<file path="config.mk">
export PLATFORM = sky130hd
export DESIGN_NAME = flashattn_tile_sequencer
export DESIGN_NICKNAME = d
export VERILOG_FILES = /design/src/rtl/flashattn_tile_sequencer_pkg.sv /design/src/rtl/flashattn_tile_sequencer_stall_watchdog.sv /design/src/rtl/flashattn_tile_sequencer.sv
export SDC_FILE = /design/constraint.sdc
export NUM_CORES = 1
export LEC_CHECK = 0
export CAP_MARGIN = 10
export CORE_MARGIN = 2
export CORE_UTILIZATION = 41
export DETAILED_ROUTE_END_ITERATION = 8
export REMOVE_ABC_BUFFERS = 1
export SYNTH_ARGS = -nofsm -noshare
export SYNTH_HDL_FRONTEND = slang
export SYNTH_SLANG_ARGS = --single-unit
</file>
<file path="constraint.sdc">
create_clock -name ap_clk -period 3.71 [get_ports ap_clk]
set_input_delay 0.742 -clock ap_clk [delete_from_list [all_inputs] [get_ports ap_clk]]
set_output_delay 0.742 -clock ap_clk [all_outputs]
set_load 0.05 [all_outputs]
</file>
<file path="src/rtl/flashattn_tile_sequencer_pkg.sv">
// Shared state encoding and error codes for the flashattn tile sequencer.
package flashattn_seq_pkg;

  typedef enum logic [3:0] {
    IDLE    = 4'd0,
    START   = 4'd1,
    REQ_Q   = 4'd2,
    LOAD_Q  = 4'd3,
    REQ_KV  = 4'd4,
    LOAD_KV = 4'd5,
    DRAIN_O = 4'd6,
    NEXT    = 4'd7,
    ERR     = 4'd8
  } seq_state_e;

  localparam logic [1:0] ERR_NONE       = 2'd0;
  localparam logic [1:0] ERR_STALL      = 2'd1;
  localparam logic [1:0] ERR_OVERRUN    = 2'd2;
  localparam logic [1:0] ERR_EARLY_DONE = 2'd3;

endpackage

</file>
<file path="src/rtl/flashattn_tile_sequencer_stall_watchdog.sv">
// Counts consecutive stalled cycles with no stream progress; flags a deadlock at the limit.
module flashattn_stall_watchdog #(
  parameter int STALL_LIMIT = 1024
) (
  input  logic ap_clk,
  input  logic ap_rst_n,
  input  logic enable,
  input  logic clear,
  input  logic stall_any,
  input  logic beat_any,
  output logic timeout
);

  localparam int SW = $clog2(STALL_LIMIT + 1);
  localparam logic [SW-1:0] LIMIT = SW'(STALL_LIMIT);

  logic [SW-1:0] stall_cnt;

  always_ff @(posedge ap_clk or negedge ap_rst_n) begin
    if (!ap_rst_n) begin
      stall_cnt <= '0;
    end else if (!enable || clear || beat_any) begin
      stall_cnt <= '0;
    end else if (stall_any && (stall_cnt != LIMIT)) begin
      stall_cnt <= stall_cnt + SW'(1);
    end
  end

  assign timeout = enable && (stall_cnt == LIMIT);

endmodule

</file>
<file path="src/rtl/flashattn_tile_sequencer.sv">
// Runs the flashattn kernel over a sequence of Q tiles: ap_ctrl start, Q and K/V DMA
// requests, AXIS beat accounting, and overrun / early-done / stall error detection.
module flashattn_tile_sequencer
  import flashattn_seq_pkg::*;
#(
  parameter int NUM_KV_TILES = 4,
  parameter int Q_BEATS      = 16,
  parameter int KV_BEATS     = 16,
  parameter int O_BEATS      = 16,
  parameter int STALL_LIMIT  = 1024
) (
  input  logic        ap_clk,
  input  logic        ap_rst_n,
  input  logic        cfg_start,
  input  logic [15:0] cfg_num_q_tiles,
  input  logic        err_clr,
  output logic        busy,
  output logic        done,
  output logic        err,
  output logic [1:0]  err_code,
  output logic [15:0] tiles_done,
  output logic        k_ap_start,
  input  logic        k_ap_ready,
  input  logic        k_ap_done,
  output logic        q_req_valid,
  input  logic        q_req_ready,
  output logic [15:0] q_req_tile,
  output logic        kv_req_valid,
  input  logic        kv_req_ready,
  output logic [15:0] kv_req_tile,
  input  logic        q_beat,
  input  logic        k_beat,
  input  logic        v_beat,
  input  logic        o_beat,
  input  logic        stall_any,
  output logic [3:0]  dbg_state
);

  localparam int QW = $clog2(Q_BEATS + 1);
  localparam int KW = $clog2(KV_BEATS + 1);
  localparam int OW = $clog2(O_BEATS + 1);
  localparam logic [QW-1:0] Q_LIM  = QW'(Q_BEATS);
  localparam logic [KW-1:0] KV_LIM = KW'(KV_BEATS);
  localparam logic [OW-1:0] O_LIM  = OW'(O_BEATS);
  localparam logic [15:0]   KV_LAST = 16'(NUM_KV_TILES - 1);

  seq_state_e state, state_next;
  logic [15:0] num_tiles, kv_idx;
  logic [QW-1:0] q_cnt, q_cnt_inc;
  logic [KW-1:0] k_cnt, k_cnt_inc, v_cnt, v_cnt_inc;
  logic [OW-1:0] o_cnt, o_cnt_inc;
  logic [1:0] err_sel, err_code_q;
  logic in_q, in_kv, in_o, run_active, overrun, early_done, timeout;

  assign in_q       = (state == LOAD_Q);
  assign in_kv      = (state == LOAD_KV);
  assign in_o       = (state == DRAIN_O);
  assign run_active = (state != IDLE) && (state != ERR);
  assign busy       = run_active;
  assign err        = (state == ERR);
  assign err_code   = err_code_q;
  assign dbg_state  = state;
  // Handshakes: k_ap_start is held in START until k_ap_ready (same-cycle counts).
  // q/kv_req_valid rise the cycle after REQ_* entry, keep the tile index stable,
  // and a transfer happens on any cycle where valid and ready are both high.
  assign k_ap_start  = (state == START);
  assign q_req_tile  = tiles_done;
  assign kv_req_tile = kv_idx;

  always_comb begin
    q_cnt_inc  = q_cnt + QW'(q_beat);
    k_cnt_inc  = k_cnt + KW'(k_beat);
    v_cnt_inc  = v_cnt + KW'(v_beat);
    o_cnt_inc  = o_cnt + OW'(o_beat);
    overrun    = 1'b0;
    early_done = 1'b0;
    if (run_active) begin
      overrun = (q_beat && (!in_q  || q_cnt == Q_LIM))  ||
                (k_beat && (!in_kv || k_cnt == KV_LIM)) ||
                (v_beat && (!in_kv || v_cnt == KV_LIM)) ||
                (o_beat && (!in_o  || o_cnt == O_LIM));
      // Done is legal only once this cycle's beat completes the output tile.
      if (in_o) early_done = k_ap_done && (o_cnt_inc < O_LIM);
      else if (state != NEXT) early_done = k_ap_done;
    end
  end

  always_comb begin
    state_next = state;
    err_sel    = ERR_NONE;
    case (state)
      IDLE:    if (cfg_start && (cfg_num_q_tiles != 16'd0)) state_next = START;
      START:   if (k_ap_ready) state_next = REQ_Q;
      REQ_Q:   if (q_req_valid && q_req_ready) state_next = LOAD_Q;
      LOAD_Q:  if (q_cnt_inc == Q_LIM) state_next = REQ_KV;
      REQ_KV:  if (kv_req_valid && kv_req_ready) state_next = LOAD_KV;
      LOAD_KV: if ((k_cnt_inc == KV_LIM) && (v_cnt_inc == KV_LIM))
                 state_next = (kv_idx < KV_LAST) ? REQ_KV : DRAIN_O;
      DRAIN_O: if ((o_cnt_inc == O_LIM) && k_ap_done) state_next = NEXT;
      NEXT:    state_next = ((tiles_done + 16'd1) == num_tiles) ? IDLE : START;
      ERR:     if (err_clr) state_next = IDLE;
      default: state_next = IDLE;
    endcase
    if (overrun) begin
      state_next = ERR;
      err_sel    = ERR_OVERRUN;
    end else if (early_done) begin
      state_next = ERR;
      err_sel    = ERR_EARLY_DONE;
    end else if (timeout) begin
      state_next = ERR;
      err_sel    = ERR_STALL;
    end
  end

  always_ff @(posedge ap_clk or negedge ap_rst_n) begin
    if (!ap_rst_n) begin
      state        <= IDLE;
      num_tiles    <= '0;
      tiles_done   <= '0;
      kv_idx       <= '0;
      q_cnt        <= '0;
      k_cnt        <= '0;
      v_cnt        <= '0;
      o_cnt        <= '0;
      q_req_valid  <= 1'b0;
      kv_req_valid <= 1'b0;
      done         <= 1'b0;
      err_code_q   <= ERR_NONE;
    end else begin
      state        <= state_next;
      q_cnt        <= (in_q  && state_next == LOAD_Q)  ? q_cnt_inc : '0;
      k_cnt        <= (in_kv && state_next == LOAD_KV) ? k_cnt_inc : '0;
      v_cnt        <= (in_kv && state_next == LOAD_KV) ? v_cnt_inc : '0;
      o_cnt        <= (in_o  && state_next == DRAIN_O) ? o_cnt_inc : '0;
      q_req_valid  <= (state == REQ_Q)  && (state_next == REQ_Q);
      kv_req_valid <= (state == REQ_KV) && (state_next == REQ_KV);
      done         <= ((state == IDLE) && cfg_start && (cfg_num_q_tiles == 16'd0)) ||
                      ((state == NEXT) && (state_next == IDLE));
      if ((state == IDLE) && (state_next == START)) begin
        num_tiles  <= cfg_num_q_tiles;
        tiles_done <= '0;
      end else if ((state == NEXT) && (state_next != ERR)) begin
        tiles_done <= tiles_done + 16'd1;
      end
      if (in_q) kv_idx <= '0;
      else if (in_kv && state_next == REQ_KV) kv_idx <= kv_idx + 16'd1;
      if ((state_next == ERR) && (state != ERR)) err_code_q <= err_sel;
      else if ((state == ERR) && err_clr) err_code_q <= ERR_NONE;
    end
  end

  flashattn_stall_watchdog #(.STALL_LIMIT(STALL_LIMIT)) u_watchdog (
    .ap_clk    (ap_clk),
    .ap_rst_n  (ap_rst_n),
    .enable    (in_q || in_kv || in_o),
    .clear     (state_next != state),
    .stall_any (stall_any),
    .beat_any  (q_beat || k_beat || v_beat || o_beat),
    .timeout   (timeout)
  );

endmodule

</file>
==> qor.txt, run 1 <==
DETAILED ROUTING
------------------------------------------------------------------------------
Average vias per placed instance                                          5.47
Average wire per cell in the routed design                             16.2 um
Antenna-violating nets left                                                  0
First-pass iteration count of the detailed router                            5
Routed wire length                                                     12.5 mm
DRC violation count after routing                                            0
Total number of vias                                                     4,221
1st-iter DRT viols                                                         209

CELLS AND AREA
------------------------------------------------------------------------------
Layout Nets                                                                640
Fraction of layout instances using a drive strength above 1              13.4%
Count of antenna diodes in the layout                                        0
Final Core Density                                                       52.9%
Area of combinational cells with multiple inputs                   0.00266 mm2
Filler Cell Count                                                        1,096
Sequential cell area                                               0.00220 mm2
Area growth from synthesis to final layout                               24.6%

CTS
------------------------------------------------------------------------------
Maximum root-to-sink buffer count                                            2
CTS Sinks                                                                   88
Post-CTS Setup Bufs                                                          0
CTS tree                                                                   yes
Clock insertion delay at the later pin of the skew report              0.35 ns
Root buf cell                                                        clkbuf_16
Clk pin slew, worst setup/hold paths                                   0.06 ns
Count of hold-fix buffers inserted at cts                                    0
H-tree levels                                                                3
Number of buffers added by the clock tree synthesis step                     9
Number of gates given a new drive strength after cts                         0

PWR
------------------------------------------------------------------------------
Highest ir drop seen on vdd                                           0.598 mV
Final Power                                                            3.14 mW
Leakage dissipation                                                    2.52 nW
Power per cell area                                                 488 mW/mm2

FLOORPLANNING
------------------------------------------------------------------------------
Initial Util                                                             42.4%
Overall die height                                                      116 um
Number of placed I/O pins                                                   89
Core Area                                                           0.0122 mm2
Die outline width                                                       116 um
Die area                                                            0.0135 mm2
Rows                                                                        40

PLACEMENT
------------------------------------------------------------------------------
Port bufs                                                                   88
Worst setup timing slack at the placement stage                      0.0566 ns
Detailed Place HPWL                                                    9.34 mm
Final Wtd Congestion                                                     0.862

GLOBAL ROUTING
------------------------------------------------------------------------------
GRT Residual Overflow                                                        0
Global-route wire length before repair                                 20.6 mm
Initial antenna violation count                                              0
Vias in the first global route                                           4,035
Total global-route track usage                                           19.8%
Largest net degree at the start of global routing                           48

LOGIC SYNTHESIS
------------------------------------------------------------------------------
Warning count from the yosys run                                             0
Cell type contributing the most total cell area after synthesis        dfrtp_1
Combined area of all synthesized cells                             0.00516 mm2
Post-synthesis cell count                                                  519
Post-synthesis average cell area                                      9.94 um2
Sequential element share of the synthesized area                         42.7%
Synth top area share                                                     42.7%
Most used flip-flop cell after synthesis                               dfrtp_1
Count of cell types in the netlist                                          71
Async set or reset register ratio after synthesis                         100%
EDFF count, synth                                                            0
Flip-flop and latch count after synthesis                                   88
Dominant cells by area after synthesis                            dfrtp_1, xnor2_1, nor2_1

WORST SETUP PATH
------------------------------------------------------------------------------
Type of the setup path with the least slack                             in2reg
Start of the worst register-to-register path                      q_req_tile[1]$_DFFE_PN0P_
Kind of start point of the critical path                             input pin
Required time reported for the critical path endpoint                  3.91 ns
Length in cells of the worst reg-to-reg path                                 8
Worst setup path start                                                  o_beat
Category of the worst setup path capture point                       flip-flop
Crit-path max FO                                                            11
CP Data Arrival Time                                                   3.51 ns

TIMING
------------------------------------------------------------------------------
RSZ-0062 raised after global routing                                     false
TNS Setup                                                                 0 ns
Post-route clock period utilization                                      89.2%
Transition at the pin with the smallest max-transition slack          0.673 ns
Final setup vio count                                                        0
Final critical path time including I/O delays and setup                3.31 ns
Final slew viol count                                                        0
Hold violation total from the final report                                   0
Slew HR                                                                  55.1%
Worst setup margin                                                    0.400 ns
Fmax achieved                                                          302 MHz
Final worst clock skew                                               0.0115 ns
Worst slack on hold paths                                             0.405 ns

RUN STATUS
------------------------------------------------------------------------------
Result of the run                                                    completed

RUN
------------------------------------------------------------------------------
Max-cap violations                                                           0

MIN PATH
------------------------------------------------------------------------------
Hold crit path type                                                   in2async

==> cell families after synthesis <==
group / after synthesis / synth area share [%]
and+or+nand+nor: 223 / 25.5
AOI/OAI and AO/OA: 78 / 11.0
xor gates and xnor gates: 46 / 7.81
muxes: 20 / 4.29
DFF: 88 / 42.7
buffers and inverters: 52 / 5.87
adders and majority gates: 12 / 2.91
==> state kept, by name, indices dropped and copies added (netlist names) <==
register,count
dbg_state,4
done,1
err_code,2
q_cnt,5
num_tiles,16
v_cnt,5
kv_req_tile,16
q_req_tile,16
kv_req_valid,1
q_req_valid,1
u_watchdog.stall_cnt,11
k_cnt,5
o_cnt,5
==> stage by stage <==
step	std cells	cell area [um2]
floorplan	482	4910
global placement	756	6150
detailed placement	756	6150
CTS	772	6430
global route	772	6430
finish	772	6430
==> power breakdown <==
group / switching [mW] / internal (mW) / total, mW
Clock: 0.386 / 0.476 / 0.861
Sequential: 0.146 / 1.08 / 1.22
Combinational: 0.601 / 0.452 / 1.05
==> per-layer routing <==
| metal | up-vias | part of all wire [%] | track usage [%] |
|---|---|---|---|
| met5 | - | 0 | 0 |
| met4 | 0 | 1.0 | 5.24 |
| met3 | 11 | 5.8 | 5.19 |
| met2 | 126 | 48 | 33.1 |
| met1 | 2062 | 45 | 25.8 |
| li1 | 2022 | - | - |
==> area by class of cell <==
class / instances / share of cell area [%]
Multi-Input combinational cell: 379 / 41.3
Sequential cell: 88 / 34.2
Timing Repair Buffer: 106 / 16.0
Clock buffer: 11 / 3.77
Tap cell: 168 / 3.27
Inverter: 15 / 0.875
Clock inverter: 5 / 0.584
==> layout by cell type, fill, tap and decap left out, types with 4 or more instances in the layout <==
cell             instances
nor2b_1                  4
buf_4                   18
nand4_1                 11
nor2_1                  52
o31ai_1                  7
or4_1                    4
nor4b_1                  4
inv_1                   15
dfrtp_1                 88
o21ai_0                 25
nand2_1                 35
clkbuf_16                9
xnor2_1                 26
ha_1                    12
nor4_1                  15
a31oi_1                  4
nor3b_1                  4
and3_1                   4
nor3_1                  13
mux2_2                  17
and2_1                  16
nand2b_1                 4
xor2_1                  20
clkdlybuf4s50_1         87
nor4_2                   9
nand3_1                 21
a21oi_1                  9
==> critical path: stages <==
cell,delay [ns]
clkdlybuf4s50_1,0.55
ha_1,0.19
ha_1,0.18
nand3_1,0.09
xor2_1,0.18
o2111ai_1,0.33
o21ai_2,0.20
a311oi_4,0.34
and2_1,0.57
nor4_1,0.12
==> final timing paths <==
kind	to	slack, ns
max	u_watchdog.stall_cnt[0]$_DFFE_PN0P_	0.40
min	num_tiles[8]$_DFFE_PN0P_	0.41
max reg2reg	u_watchdog.stall_cnt[0]$_DFFE_PN0P_	0.48
min reg2reg	err_code[1]$_DFFE_PN0P_	0.49
max in group asynchronous	q_req_valid$_DFF_PN0_	2.57
min in group ap_clk	err_code[1]$_DFFE_PN0P_	0.49
==> synth_stat cells (11+ instances only) <==
| library cell | number |
|---|---|
| dfrtp_1 | 88 |
| nor2_1 | 52 |
| nand2_1 | 35 |
| xnor2_1 | 26 |
| o21ai_0 | 25 |
| nand3_1 | 21 |
| xor2_1 | 20 |
| mux2_2 | 17 |
| and2_1 | 16 |
| buf_4 | 16 |
| inv_1 | 15 |
| nor4_1 | 15 |
| nor3_1 | 13 |
| ha_1 | 12 |
| nand4_1 | 11 |
No activity file was read; power rests on OpenSTA's default activity.
==> run 2: changes to the inputs <==
--- a/config.mk
+++ b/config.mk
@@ -6,9 +6,9 @@
 export NUM_CORES = 1
 export LEC_CHECK = 0
 export CAP_MARGIN = 10
-export CORE_MARGIN = 2
-export CORE_UTILIZATION = 41
+export CORE_UTILIZATION = 54
 export DETAILED_ROUTE_END_ITERATION = 8
+export PLACE_DENSITY = 0.81
 export REMOVE_ABC_BUFFERS = 1
 export SYNTH_ARGS = -nofsm -noshare
 export SYNTH_HDL_FRONTEND = slang
==> qor.txt, run 2 (synthesis results as in run 1) <==
RUN
---------------------------------------------------------------------------
Max-cap violations                                                        0   unchanged

PLACEMENT
---------------------------------------------------------------------------
Post-placement cell area                                        0.00606 mm2   -1.5%
Worst setup timing slack at the placement stage                 -0.00704 ns   -0.0636 ns
Detailed Place HPWL                                                 8.64 mm   -7.5%
Port bufs                                                                88   unchanged
Final Wtd Congestion                                                  0.887   +2.9%
Placed Instances                                                        713   -5.7%

CELLS AND AREA
---------------------------------------------------------------------------
Fraction of layout instances using a drive strength above 1           12.8%   -0.58 points
Layout Cell Area excl Fill                                      0.00626 mm2   -2.7%
Area growth from synthesis to final layout                            21.2%
Final Core Density                                                    67.7%   +15 points
Most frequent cells in the layout                              dfrtp_1, clkdlybuf4s50_1, nor2_1
Count of antenna diodes in the layout                                     0   unchanged
Layout Nets                                                             636   -0.63%
Post-route non-filler standard cell count                               729   -5.6%
Most common cell after layout, fill and taps aside                  dfrtp_1

WORST SETUP PATH
---------------------------------------------------------------------------
Cell at the slowest stage of the critical path                       and2_1
CP Data Arrival Time                                                3.57 ns   +0.06 ns
Kind of start point of the critical path                          input pin
Reg2reg end                                                    u_watchdog.stall_cnt[0]$_DFFE_PN0P_
Critical path cell sequence                                    clkdlybuf4s50_1 > ha_1 > ha_1 > xnor2_1 > a2bb2oi_1 > nor4_1 > or2b_1 > a311oi_4 > and2_1 > nor4_1
Category of the worst setup path capture point                    flip-flop
Worst reg2reg setup slack                                           0.48 ns   about the same
Worst stage delay on the critical path                              0.63 ns   +0.06 ns
Type of the setup path with the least slack                          in2reg
Start of the worst register-to-register path                   dbg_state[2]$_DFF_PN0_
Required time reported for the critical path endpoint               3.93 ns   +0.02 ns
Length in cells of the worst reg-to-reg path                              7   -1
Crit-path max FO                                                         11   unchanged

MIN PATH
---------------------------------------------------------------------------
Startpoint of the tightest hold check path                     err_code[1]$_DFFE_PN0P_
WHS Endpoint                                                   err_code[1]$_DFFE_PN0P_
Cell count of the worst hold path                                         1
Hold crit path type                                                 reg2reg

TIMING
---------------------------------------------------------------------------
RSZ-0062 raised after global routing                                  false
Final setup vio count                                                     0   unchanged
Final critical path time including I/O delays and setup             3.34 ns   +0.0314 ns
Worst slack on hold paths                                          0.485 ns   +0.0795 ns
Slew HR                                                               36.4%   -19 points
Worst setup margin                                                 0.368 ns   -0.0314 ns
Final worst clock skew                                            0.0109 ns   -0.000557 ns
Transition at the pin with the smallest max-transition slack       0.954 ns   +0.281 ns
Final slew viol count                                                     0   unchanged
Hold violation total from the final report                                0   unchanged
Post-route clock period utilization                                   90.1%   +0.85 points
Fmax achieved                                                       299 MHz   -0.94%

CTS
---------------------------------------------------------------------------
Number of buffers added by the clock tree synthesis step                  9   unchanged
CTS tree                                                                yes
H-tree levels                                                             3   unchanged
Root buf cell                                                      clkbuf_8
Maximum root-to-sink buffer count                                         2   unchanged
Clk pin slew, worst setup/hold paths                                0.08 ns   +0.02 ns
Number of gates given a new drive strength after cts                      0   unchanged
Post-CTS Setup Bufs                                                       0   unchanged
CTS Sinks                                                                88   unchanged
Clock insertion delay at the later pin of the skew report           0.37 ns   +0.02 ns
Count of hold-fix buffers inserted at cts                                 0   unchanged

DETAILED ROUTING
---------------------------------------------------------------------------
DRC violation count after routing                                         0   unchanged
Average vias per placed instance                                       5.85   +7.1%
Antenna-violating nets left                                               0   unchanged
First-pass iteration count of the detailed router                         5   unchanged
Routed wire length                                                  12.0 mm   -4.7%
Average wire per cell in the routed design                          16.4 um   +0.97%
1st-iter DRT viols                                                      269   +29%
Total number of vias                                                  4,267   +1.1%

FLOORPLANNING
---------------------------------------------------------------------------
Initial Util                                                          55.9%   +13 points
Die outline width                                                   99.8 um   -14%
Overall die height                                                  99.8 um   -14%
Core Area                                                       0.00924 mm2   -24%
Rows                                                                     35   -13%
Die area                                                        0.00995 mm2   -26%
Number of placed I/O pins                                                89   unchanged

GLOBAL ROUTING
---------------------------------------------------------------------------
Global-route wire length before repair                              20.2 mm   -1.6%
Initial antenna violation count                                           0   unchanged
GRT Residual Overflow                                                     0   unchanged
Vias in the first global route                                        4,210   +4.3%
Largest net degree at the start of global routing                        76   +58%
Total global-route track usage                                        26.0%   +6.1 points

PWR
---------------------------------------------------------------------------
Leakage dissipation                                                 2.46 nW   -2.4%
Highest ir drop seen on vdd                                        0.281 mV   -53%
Power per cell area                                              468 mW/mm2   -4.1%

RUN STATUS
---------------------------------------------------------------------------
Result of the run                                                 completed

run 2: worst max path at each step:
stage                              start  slack (ns)                             endpoint
6_report                          k_beat        0.37  u_watchdog.stall_cnt[0]$_DFFE_PN0P_
5_1_grt                           k_beat        0.09  u_watchdog.stall_cnt[2]$_DFFE_PN0P_
4_1_cts                           k_beat        0.39  u_watchdog.stall_cnt[0]$_DFFE_PN0P_
3_5_place_dp                      o_beat      -0.007  u_watchdog.stall_cnt[0]$_DFFE_PN0P_
3_3_place_gp                      k_beat         0.1  u_watchdog.stall_cnt[0]$_DFFE_PN0P_
2_1_floorplan  q_req_tile[0]$_DFFE_PN0P_       -0.08  u_watchdog.stall_cnt[0]$_DFFE_PN0P_
run 2: where the power goes:
| group | total [mW] | switching, mW | leakage [nW] | internal [mW] |
|---|---|---|---|---|
| Combinational | 1.04 | 0.598 | 1.18 | 0.440 |
| Clock | 0.668 | 0.339 | 0.0993 | 0.329 |
| Sequential | 1.22 | 0.145 | 1.18 | 1.08 |
run 2: metal layers:
metal | wire (um) | track usage [%] | up-vias
li1 | - | - | 2008
met1 | 5170 | 33.3 | 2074
met2 | 5820 | 42.2 | 164
met3 | 747 | 7.59 | 21
met4 | 217 | 8.94 | 0
met5 | 0 | 0 | -
run 2: worst max-delay path: cells and delay by family:
family | cells | cell delay (ns)
compound gates | 2 | 0.65
xor+xnor | 1 | 0.18
fa+ha+maj | 2 | 0.48
buf+inv | 1 | 0.43
simple gates | 4 | 1.09
run 2: area by class of cell:
| cell class | instances | area (um2) |
|---|---|---|
| clock inverter | 5 | 56.3 |
| clock buffer | 11 | 141 |
| fill | 729 | 2980 |
| multi-input combinational | 379 | 2660 |
| sequential | 88 | 2200 |
| timing repair buffer | 102 | 983 |
| tap | 129 | 161 |
| inverter | 15 | 56.3 |
run 2: through the flow:
stage          total power [mW]   TNS, ns
6_report                   2.93         0
3_3_place_gp               2.24         0
5_1_grt                    3.08         0
2_1_floorplan              1.92    -0.593
4_1_cts                    2.94         0
3_5_place_dp               2.27  -0.00809
